[config.mk]
export PLATFORM = sky130hd
export DESIGN_NAME = seg_scan_hex_n
export DESIGN_NICKNAME = d
export VERILOG_FILES = /design/src/rtl/seg_scan_hex_n.sv
export SDC_FILE = /design/constraint.sdc
export NUM_CORES = 1
export LEC_CHECK = 0
export CORE_AREA = 2 2 108 110
export CTS_BUF_LIST = sky130_fd_sc_hd__clkbuf_2 sky130_fd_sc_hd__clkbuf_4 sky130_fd_sc_hd__clkbuf_8
export DETAILED_ROUTE_END_ITERATION = 6
export DIE_AREA = 0 0 110 112
export PLACE_DENSITY = 0.75
export SLEW_MARGIN = 20
export SYNTH_ARGS = -nofsm -noshare
export SYNTH_HDL_FRONTEND = slang
export SYNTH_SLANG_ARGS = --single-unit
[constraint.sdc]
create_clock -name sys_clk -period 3.3 [get_ports sys_clk]
set_input_delay 0.33 -clock sys_clk [delete_from_list [all_inputs] [get_ports sys_clk]]
set_output_delay 0.33 -clock sys_clk [all_outputs]
set_load 0.05 [all_outputs]
[src/rtl/seg_scan_hex_n.sv]
// seg_scan_hex_n - multiplexed seven-segment hex display driver.
//
// Scans NUM_DIGITS common-select digits, one nibble per digit, with per-digit
// decimal point and enable, leading-zero blanking, 16-level brightness PWM
// and a double-buffered input set that only reaches the display at a frame
// boundary, so a frame is never drawn from a half-updated value.
//
// Ports:
//   sys_clk      in   system clock, rising edge
//   sys_rst_n    in   synchronous active-low reset
//   data         in   4*NUM_DIGITS nibbles, data[3:0] = digit 0 (rightmost)
//   dp           in   decimal point per digit
//   en           in   digit enable (0 = digit fully blank)
//   lz_suppress  in   leading-zero blanking enable
//   brightness   in   on-time of (brightness+1)/16 of each dwell
//   load         in   strobe capturing all display inputs into the pending set
//   seg_sel      out  digit select, one-hot active
//   seg_led      out  segments, bit7 = dp, bits6..0 = g..a
//   frame_done   out  one-cycle pulse when the scan wraps to digit 0
module seg_scan_hex_n #(
    parameter int NUM_DIGITS     = 6,
    parameter int CLK_FREQ       = 50000000,
    parameter int SCAN_HZ        = 1000,
    parameter int SEL_ACTIVE_LOW = 1,
    parameter int SEG_ACTIVE_LOW = 1
) (
    input  logic                      sys_clk,
    input  logic                      sys_rst_n,
    input  logic [4*NUM_DIGITS-1:0]   data,
    input  logic [NUM_DIGITS-1:0]     dp,
    input  logic [NUM_DIGITS-1:0]     en,
    input  logic                      lz_suppress,
    input  logic [3:0]                brightness,
    input  logic                      load,
    output logic [NUM_DIGITS-1:0]     seg_sel,
    output logic [7:0]                seg_led,
    output logic                      frame_done
);

    localparam int DWELL = CLK_FREQ / SCAN_HZ;
    localparam int SLICE = DWELL / 16;
    localparam int SW    = (SLICE > 1) ? $clog2(SLICE) : 1;
    localparam int DW    = (NUM_DIGITS > 1) ? $clog2(NUM_DIGITS) : 1;

    localparam logic [SW-1:0] SLICE_LAST = SW'(SLICE - 1);
    localparam logic [DW-1:0] DIG_LAST   = DW'(NUM_DIGITS - 1);

    // Idle output levels; XOR with these also applies the output polarity.
    localparam logic [NUM_DIGITS-1:0] SEL_OFF = {NUM_DIGITS{SEL_ACTIVE_LOW != 0}};
    localparam logic [7:0]            SEG_OFF = {8{SEG_ACTIVE_LOW != 0}};

    // Scan counters
    logic [SW-1:0] r_slice;
    logic [3:0]    r_ph;
    logic [DW-1:0] r_dig;

    // Pending set (written by load) and active set (what is displayed)
    logic [4*NUM_DIGITS-1:0] r_p_data, r_a_data;
    logic [NUM_DIGITS-1:0]   r_p_dp,   r_a_dp;
    logic [NUM_DIGITS-1:0]   r_p_en,   r_a_en;
    logic                    r_p_lz,   r_a_lz;
    logic [3:0]              r_p_bri,  r_a_bri;

    logic                    w_slice_wrap;
    logic                    w_ph_wrap;
    logic                    w_bound;
    logic [NUM_DIGITS-1:0]   w_cur;
    logic [3:0]              w_nib;
    logic                    w_dp_cur;
    logic                    w_en_cur;
    logic                    w_zero;
    logic                    w_supp;
    logic                    w_on;
    logic [NUM_DIGITS-1:0]   w_sel;
    logic [7:0]              w_seg;

    assign w_slice_wrap = (r_slice == SLICE_LAST);
    assign w_ph_wrap    = w_slice_wrap && (r_ph == 4'hF);
    assign w_bound      = w_ph_wrap && (r_dig == DIG_LAST);

    function automatic logic [6:0] f_decode(input logic [3:0] n);
        case (n)
            4'h0: f_decode = 7'h3F;
            4'h1: f_decode = 7'h06;
            4'h2: f_decode = 7'h5B;
            4'h3: f_decode = 7'h4F;
            4'h4: f_decode = 7'h66;
            4'h5: f_decode = 7'h6D;
            4'h6: f_decode = 7'h7D;
            4'h7: f_decode = 7'h07;
            4'h8: f_decode = 7'h7F;
            4'h9: f_decode = 7'h6F;
            4'hA: f_decode = 7'h77;
            4'hB: f_decode = 7'h7C;
            4'hC: f_decode = 7'h39;
            4'hD: f_decode = 7'h5E;
            4'hE: f_decode = 7'h79;
            default: f_decode = 7'h71;
        endcase
    endfunction

    always_comb begin
        w_cur    = '0;
        w_nib    = '0;
        w_dp_cur = 1'b0;
        w_en_cur = 1'b0;
        w_zero   = 1'b1;
        w_supp   = 1'b0;
        w_on     = 1'b0;
        w_sel    = '0;
        w_seg    = '0;
        // Walk from the top digit down so w_zero means "this digit and every
        // digit above it reads as zero" (disabled digits read as zero).
        for (int unsigned k = 0; k < NUM_DIGITS; k++) begin
            if (r_a_en[NUM_DIGITS-1-k] && (r_a_data[4*(NUM_DIGITS-1-k) +: 4] != 4'h0))
                w_zero = 1'b0;
            if (DW'(NUM_DIGITS - 1 - k) == r_dig) begin
                w_cur[NUM_DIGITS-1-k] = 1'b1;
                w_nib    = r_a_data[4*(NUM_DIGITS-1-k) +: 4];
                w_dp_cur = r_a_dp[NUM_DIGITS-1-k];
                w_en_cur = r_a_en[NUM_DIGITS-1-k];
                w_supp   = r_a_lz && (k != NUM_DIGITS - 1) && w_zero;
            end
        end
        if (w_en_cur && (r_ph <= r_a_bri)) begin
            if (!w_supp) begin
                w_on  = 1'b1;
                w_seg = {w_dp_cur, f_decode(w_nib)};
            end else if (w_dp_cur) begin
                // Blanked leading zero still shows its decimal point.
                w_on  = 1'b1;
                w_seg = 8'h80;
            end
        end
        if (w_on)
            w_sel = w_cur;
    end

    always_ff @(posedge sys_clk) begin
        if (!sys_rst_n) begin
            r_slice    <= '0;
            r_ph       <= '0;
            r_dig      <= '0;
            r_p_data   <= '0;
            r_p_dp     <= '0;
            r_p_en     <= '0;
            r_p_lz     <= 1'b0;
            r_p_bri    <= '0;
            r_a_data   <= '0;
            r_a_dp     <= '0;
            r_a_en     <= '0;
            r_a_lz     <= 1'b0;
            r_a_bri    <= '0;
            seg_sel    <= SEL_OFF;
            seg_led    <= SEG_OFF;
            frame_done <= 1'b0;
        end else begin
            r_slice <= w_slice_wrap ? '0 : r_slice + 1'b1;
            if (w_slice_wrap)
                r_ph <= r_ph + 4'h1;
            if (w_ph_wrap)
                r_dig <= (r_dig == DIG_LAST) ? '0 : r_dig + 1'b1;

            if (load) begin
                r_p_data <= data;
                r_p_dp   <= dp;
                r_p_en   <= en;
                r_p_lz   <= lz_suppress;
                r_p_bri  <= brightness;
            end
            // A load coinciding with the boundary bypasses the pending set.
            if (w_bound) begin
                r_a_data <= load ? data        : r_p_data;
                r_a_dp   <= load ? dp          : r_p_dp;
                r_a_en   <= load ? en          : r_p_en;
                r_a_lz   <= load ? lz_suppress : r_p_lz;
                r_a_bri  <= load ? brightness  : r_p_bri;
            end

            frame_done <= w_bound;
            seg_sel    <= w_sel ^ SEL_OFF;
            seg_led    <= w_seg ^ SEG_OFF;
        end
    end

endmodule

==> Word-level counts from Yosys, hierarchy flattened <==
Memory sizes are Yosys's and may differ from the RTL's.
Index checks and enable logic that the tools add are counted.
{ "totals": {"reg_bits": 116, "mem_bits_ro": 112, "memories": 1, "ram_bits": 0, "elab_cells": 100, "latch_bits": 0} }
{ "mem_list": {"columns": ["name", "depth", "width", "rd", "rd_ports_with_merged_regs", "wr", "line", "text"], "rows": [
  ["(name not given)", 16, 7, 1, 0, 0, "82", "case (n)"]
]} }
{ "classes": {"n_lt_le_gt_ge": 1, "n_addsub": 3, "n_eq_ne": 8, "div": 0, "multipliers": 0, "shift": 0, "bitwise_logic": 3, "reduce_logical": 20, "n_mux": 48} }
{ "op_table": {"columns": ["operator", "count"], "rows": [
  ["$mux W1", 33],
  ["$mux W4", 7],
  ["$mux W24", 1],
  ["$mux W8", 3],
  ["$reduce_bool A4 Y1", 5],
  ["$mux W6", 3],
  ["$logic_and A1 B1 Y1", 13],
  ["$add A12 B1 Y12 const B", 1],
  ["$eq A12 B12 Y1 const B", 1],
  ["$not A8 Y8", 1],
  ["$eq A2 B3 Y1 const A", 2],
  ["$eq A3 B3 Y1 const A", 2],
  ["$not A6 Y6", 1],
  ["$add A4 B1 Y4 const B", 1],
  ["$eq A4 B4 Y1 const B", 1],
  ["$le A4 B4 Y1", 1],
  ["$add A3 B1 Y3 const B", 1],
  ["$eq A1 B3 Y1 const A", 1],
  ["$eq A3 B3 Y1 const B", 1],
  ["$logic_not A3 Y1", 1],
  ["$mux W3", 1],
  ["$reduce_or A2 Y1", 1],
  ["$not A1 Y1", 1]
]} }

==> Longest topological paths before layout <==
{ "depth": {"ltp_word": 14, "mapped_depth": 15, "depth_no_buf": 11} }

==> Least setup slack after synthesis <==
No wires, ideal clock.
{ "synth_path": {"kind": "flip-flop to flip-flop", "from": "register r_dig[0]", "to": "register seg_led[3]", "stages_incl_launch_ff": 14, "required_time_ns": 3.241, "n_path_buf": 4, "arrival_time_ns": 2.797, "setup_time_ns": 0.059, "slack_ns": 0.444, "period_less_slack_ns": 2.856, "cell_sequence": "dfxtp_1 buf_6 buf_6 buf_6 and2_1 ha_1 buf_4 nor3b_4 a221oi_1 o22ai_1 inv_1 ha_1 mux4_2 nand2_1"} }
{ "synth_via": {"elab_chain_len": 11} }
{ "synth_rtl": {"columns": ["element", "line", "text"], "rows": [
  ["start: declaration", "55", "logic [DW-1:0] r_dig;"],
  ["start signal: assignment", "162", "r_dig <= (r_dig == DIG_LAST) ? '0 : r_dig + 1'b1;"],
  ["$eq A3 B3 Y1", "117", "if (DW'(NUM_DIGITS - 1 - k) == r_dig) begin"],
  ["$mux W4 (6 in a row)", "117", null],
  ["$mem_v2 Z16 W7", null, null],
  ["$mux W8", "126", "if (!w_supp) begin"],
  ["$mux W8 *", "125", "if (w_en_cur && (r_ph <= r_a_bri)) begin"],
  ["$not A8 Y8 (no source line) *", null, null],
  ["end signal: assignment", "182", "seg_led <= w_seg ^ SEG_OFF;"],
  ["end: declaration", "36", "output logic [7:0] seg_led,"]
]} }
Mark *: on every way between the ends. The rest lies on a longest branch, timed or not.
A chain may end at the register's enable or synchronous reset.

==> Worst setup path after layout <==
{ "layout_path": {"from": "register r_dig[2]", "to": "register seg_led[3]"} }
The elaborated chain is that of the path after synthesis.

==> run_results.csv <==
group,metric,value,unit
power,ir_drop,0.421,mV
cts,cts.path.max_buffers,2,
timing,finalHoldViolations,0,
yosys,yosysTopAreaCellShare,48.1,%
routing,wire_per_inst,15.3,µm
timing,timing.hold.ws,0.471,ns
cts,cts_buffers,17,
global_routing,antenna_found_initial,0,
timing,rsz0062_at_grt,"no",
cts,cts.clk_slew.worst_paths,0.08,ns
timing,fmax,347,MHz
yosys,synth_edf_count,0,
timing,period_needed,2.88,ns
yosys,async_reset_ff_share,0,%
yosys,netlist_instances,460,
placed_design,post-place-ws,0.528,ns
placed_design,gp_congestion,0.919,
timing,maxSlewHeadroom,54.3,%
global_routing,grt_usage,18.2,%
min_path,hold_class,"reg -> reg",
yosys,synth_area_leader_cell,"dfxtp_1",
yosys,synth_warnings,0,
yosys,ys_ff_latch,116,
global_routing,grt_max_degree,52,
routing,drcViolationCount,0,
yosys,avgSynthCellArea,10.5,µm²
routing,wl_met3,495,µm
routing,wl_met2,4810,µm
yosys,synthesis.nets,518,
placed_design,dpl.hpwl,7150,µm
run_status,status,"finished clean",
routing,vias_per_cell,5.40,
setup_path,path_cells,"inv_1, ha_1, nor3b_4, a221oi_1, o22ai_1, buf_4, inv_1, ha_1, mux4_2, nand2_1",
floorplan,ios,59,
timing,worst_slew_pin_slew,0.685,ns
cts,cts-root-buf,"clkbuf_8",
timing,worst_clock_skew,0.0194,ns
cts,insertion_delay,0.44,ns
timing,finalCritPeriodShare,87.4,%
yosys,yosys-top-cells-area,"dfxtp_1 48%, mux2i_1 9.9%, o22a_1 7.4%",
setup_path,crit_buf_inv,3,
placed_design,port_buffers,58,
yosys,syn_area,4830,µm²
setup_path,crit_fanout,11,
global_routing,overflow,0,
finish,final_nets,576,
yosys,synth_top_flop_cell,"dfxtp_1",
yosys,ys_seq_area_share,48.1,%
routing,vias,3631,
cts,cts_num_sinks,116,
floorplan,die_area,12300,µm²
floorplan,die_w,110,µm
global_routing,grt_pass1_vias,3700,
routing,wl_met1,4740,µm
cts,cts_resized,0,
setup_path,crit_family,"adder cells",
routing,highest_layer,"met4",
setup_path,critPathKind,"reg -> reg",
timing,setup_viol,0,
floorplan,die_h,112,µm
finish,area_growth,22.3,%
setup_path,critPathMaxStageDelay,0.52,ns
finish,drive_gt1_share,11.1,%
finish,num_antenna_cells,0,
power,p_leak,0.00255,µW
power,powerDensity,501,nW/µm²
timing,fin_tns_setup,0,ns
setup_path,crit_required,3.67,ns
setup_path,critPathArrivalTime,3.26,ns
cts,h-tree-depth,4,
setup_path,slowest_stage,"dfxtp_1",
finish,fin_area,5900,µm²
routing,drt_iter0_markers,183,
placed_design,placed_cell_area,5490,µm²
floorplan,initial_core_util,43.2,%
cts,cts_setup_buffers,0,
setup_path,cp-end-kind,"register",
timing,drv_slew,0,
run,cap_violations,0,
cts,ctsHoldBuffers,0,
cts,cts_tree,"built",
routing,drt-pass1-iter-count,5,
global_routing,grt_pass1_wl,17500,µm
yosys,ys_types,61,
floorplan,rows,39,
floorplan,core_area,11200,µm²
routing,routed_wirelength,10300,µm
setup_path,start_kind,"register",
timing,worst_slack,0.415,ns
routing,drtAntennaViolNets,0,
cells in the final DEF, fill, tap and decap left out, types with 3 or more instances in the layout:
cell type	netlist	routed
a21o_1	4	4
a21oi_1	7	7
and2_1	4	4
and3_1	4	4
and4_1	3	3
buf_4	1	8
bufinv_16	0	3
clkbuf_8	0	17
clkdlybuf4s50_1	0	57
clkinv_4	0	4
clkinvlp_4	0	3
dfxtp_1	116	116
ha_1	14	14
inv_1	13	13
inv_6	0	3
mux2_2	4	4
mux2i_1	48	48
nand2_1	12	12
nand2b_1	3	3
nand3_1	11	11
nand4_1	5	5
nor2_1	68	67
nor3_1	5	5
o211ai_1	3	3
o21ai_0	3	3
o221ai_1	4	4
o22a_1	41	41
o41ai_1	4	4
or3_1	4	4
xnor2_1	5	5
xor2_1	8	8
state kept, by name, summed over array words and instances (netlist names), 6 cells and up:
signal,flops
r_a_data,24
r_a_dp,6
r_a_en,6
r_p_data,24
r_p_dp,6
r_p_en,6
r_slice,12
seg_led,8
seg_sel,6
metal layers:
| metal | up-vias | GRT usage, % |
|---|---|---|
| li1 | 1782 | - |
| met3 | 27 | 5.33 |
| met1 | 1718 | 23.1 |
| met5 | - | 0 |
| met4 | 0 | 7.76 |
| met2 | 104 | 28.4 |
area by class of cell:
| type | count | area [µm²] |
|---|---|---|
| sequential | 116 | 2320 |
| tap | 143 | 179 |
| fill | 995 | 5270 |
| inverter | 14 | 52.6 |
| multi-input combinational | 304 | 2310 |
| clock inverter | 14 | 179 |
| clock buffer | 17 | 234 |
| timing repair buffer | 65 | 631 |
kinds of logic after synthesis:
family,share of synthesized area (%)
XOR/XNOR,2.36
flip-flops,48.1
multiplexers,12.2
AO/OA/AOI/OAI,15.5
AND/OR/NAND/NOR,14.0
adder cells (fa/ha/maj),3.63
buffers and inverters,4.20
synthesized netlist by cell type (all sizes together) (5+ instances only):
cell type  number
nor3            5
nor2           69
nand3          11
nand4           5
inv            13
ha             14
o22a           41
a21oi           8
nand2          12
dfxtp         116
mux2i          48
xnor2           5
clkbuf          6
mux2            7
xor2            8
buf            20
where the power goes:
group | internal [µW] | leakage, µW | switching (µW)
Sequential | 1430 | 0.000944 | 11.1
Combinational | 84.7 | 0.00140 | 70.4
Clock | 751 | 0.000199 | 612
Total | 2270 | 0.00255 | 694
final timing paths:
check	start	endpoint	slack (ns)	cells after the start
setup / recovery	r_dig[2]$_SDFFE_PN0P_	seg_led[3]$_SDFF_PN1_	0.42	10
hold / removal	r_slice[0]$_SDFF_PP0_	r_slice[0]$_SDFF_PP0_	0.47	1
setup reg to reg	r_dig[2]$_SDFFE_PN0P_	seg_led[3]$_SDFF_PN1_	0.42	10
hold reg to reg	r_slice[0]$_SDFF_PP0_	r_slice[0]$_SDFF_PP0_	0.47	1
stage by stage:
step,std cells,utilization [%],total power [µW]
2_1_floorplan,460,-,1560
4_1_cts,673,52.8,2980
5_1_grt,673,52.8,3070
3_3_place_gp,642,49.1,1630
3_5_place_dp,642,49.1,1630
6_report,673,52.8,2960
Power figures use the tool's default switching activity.
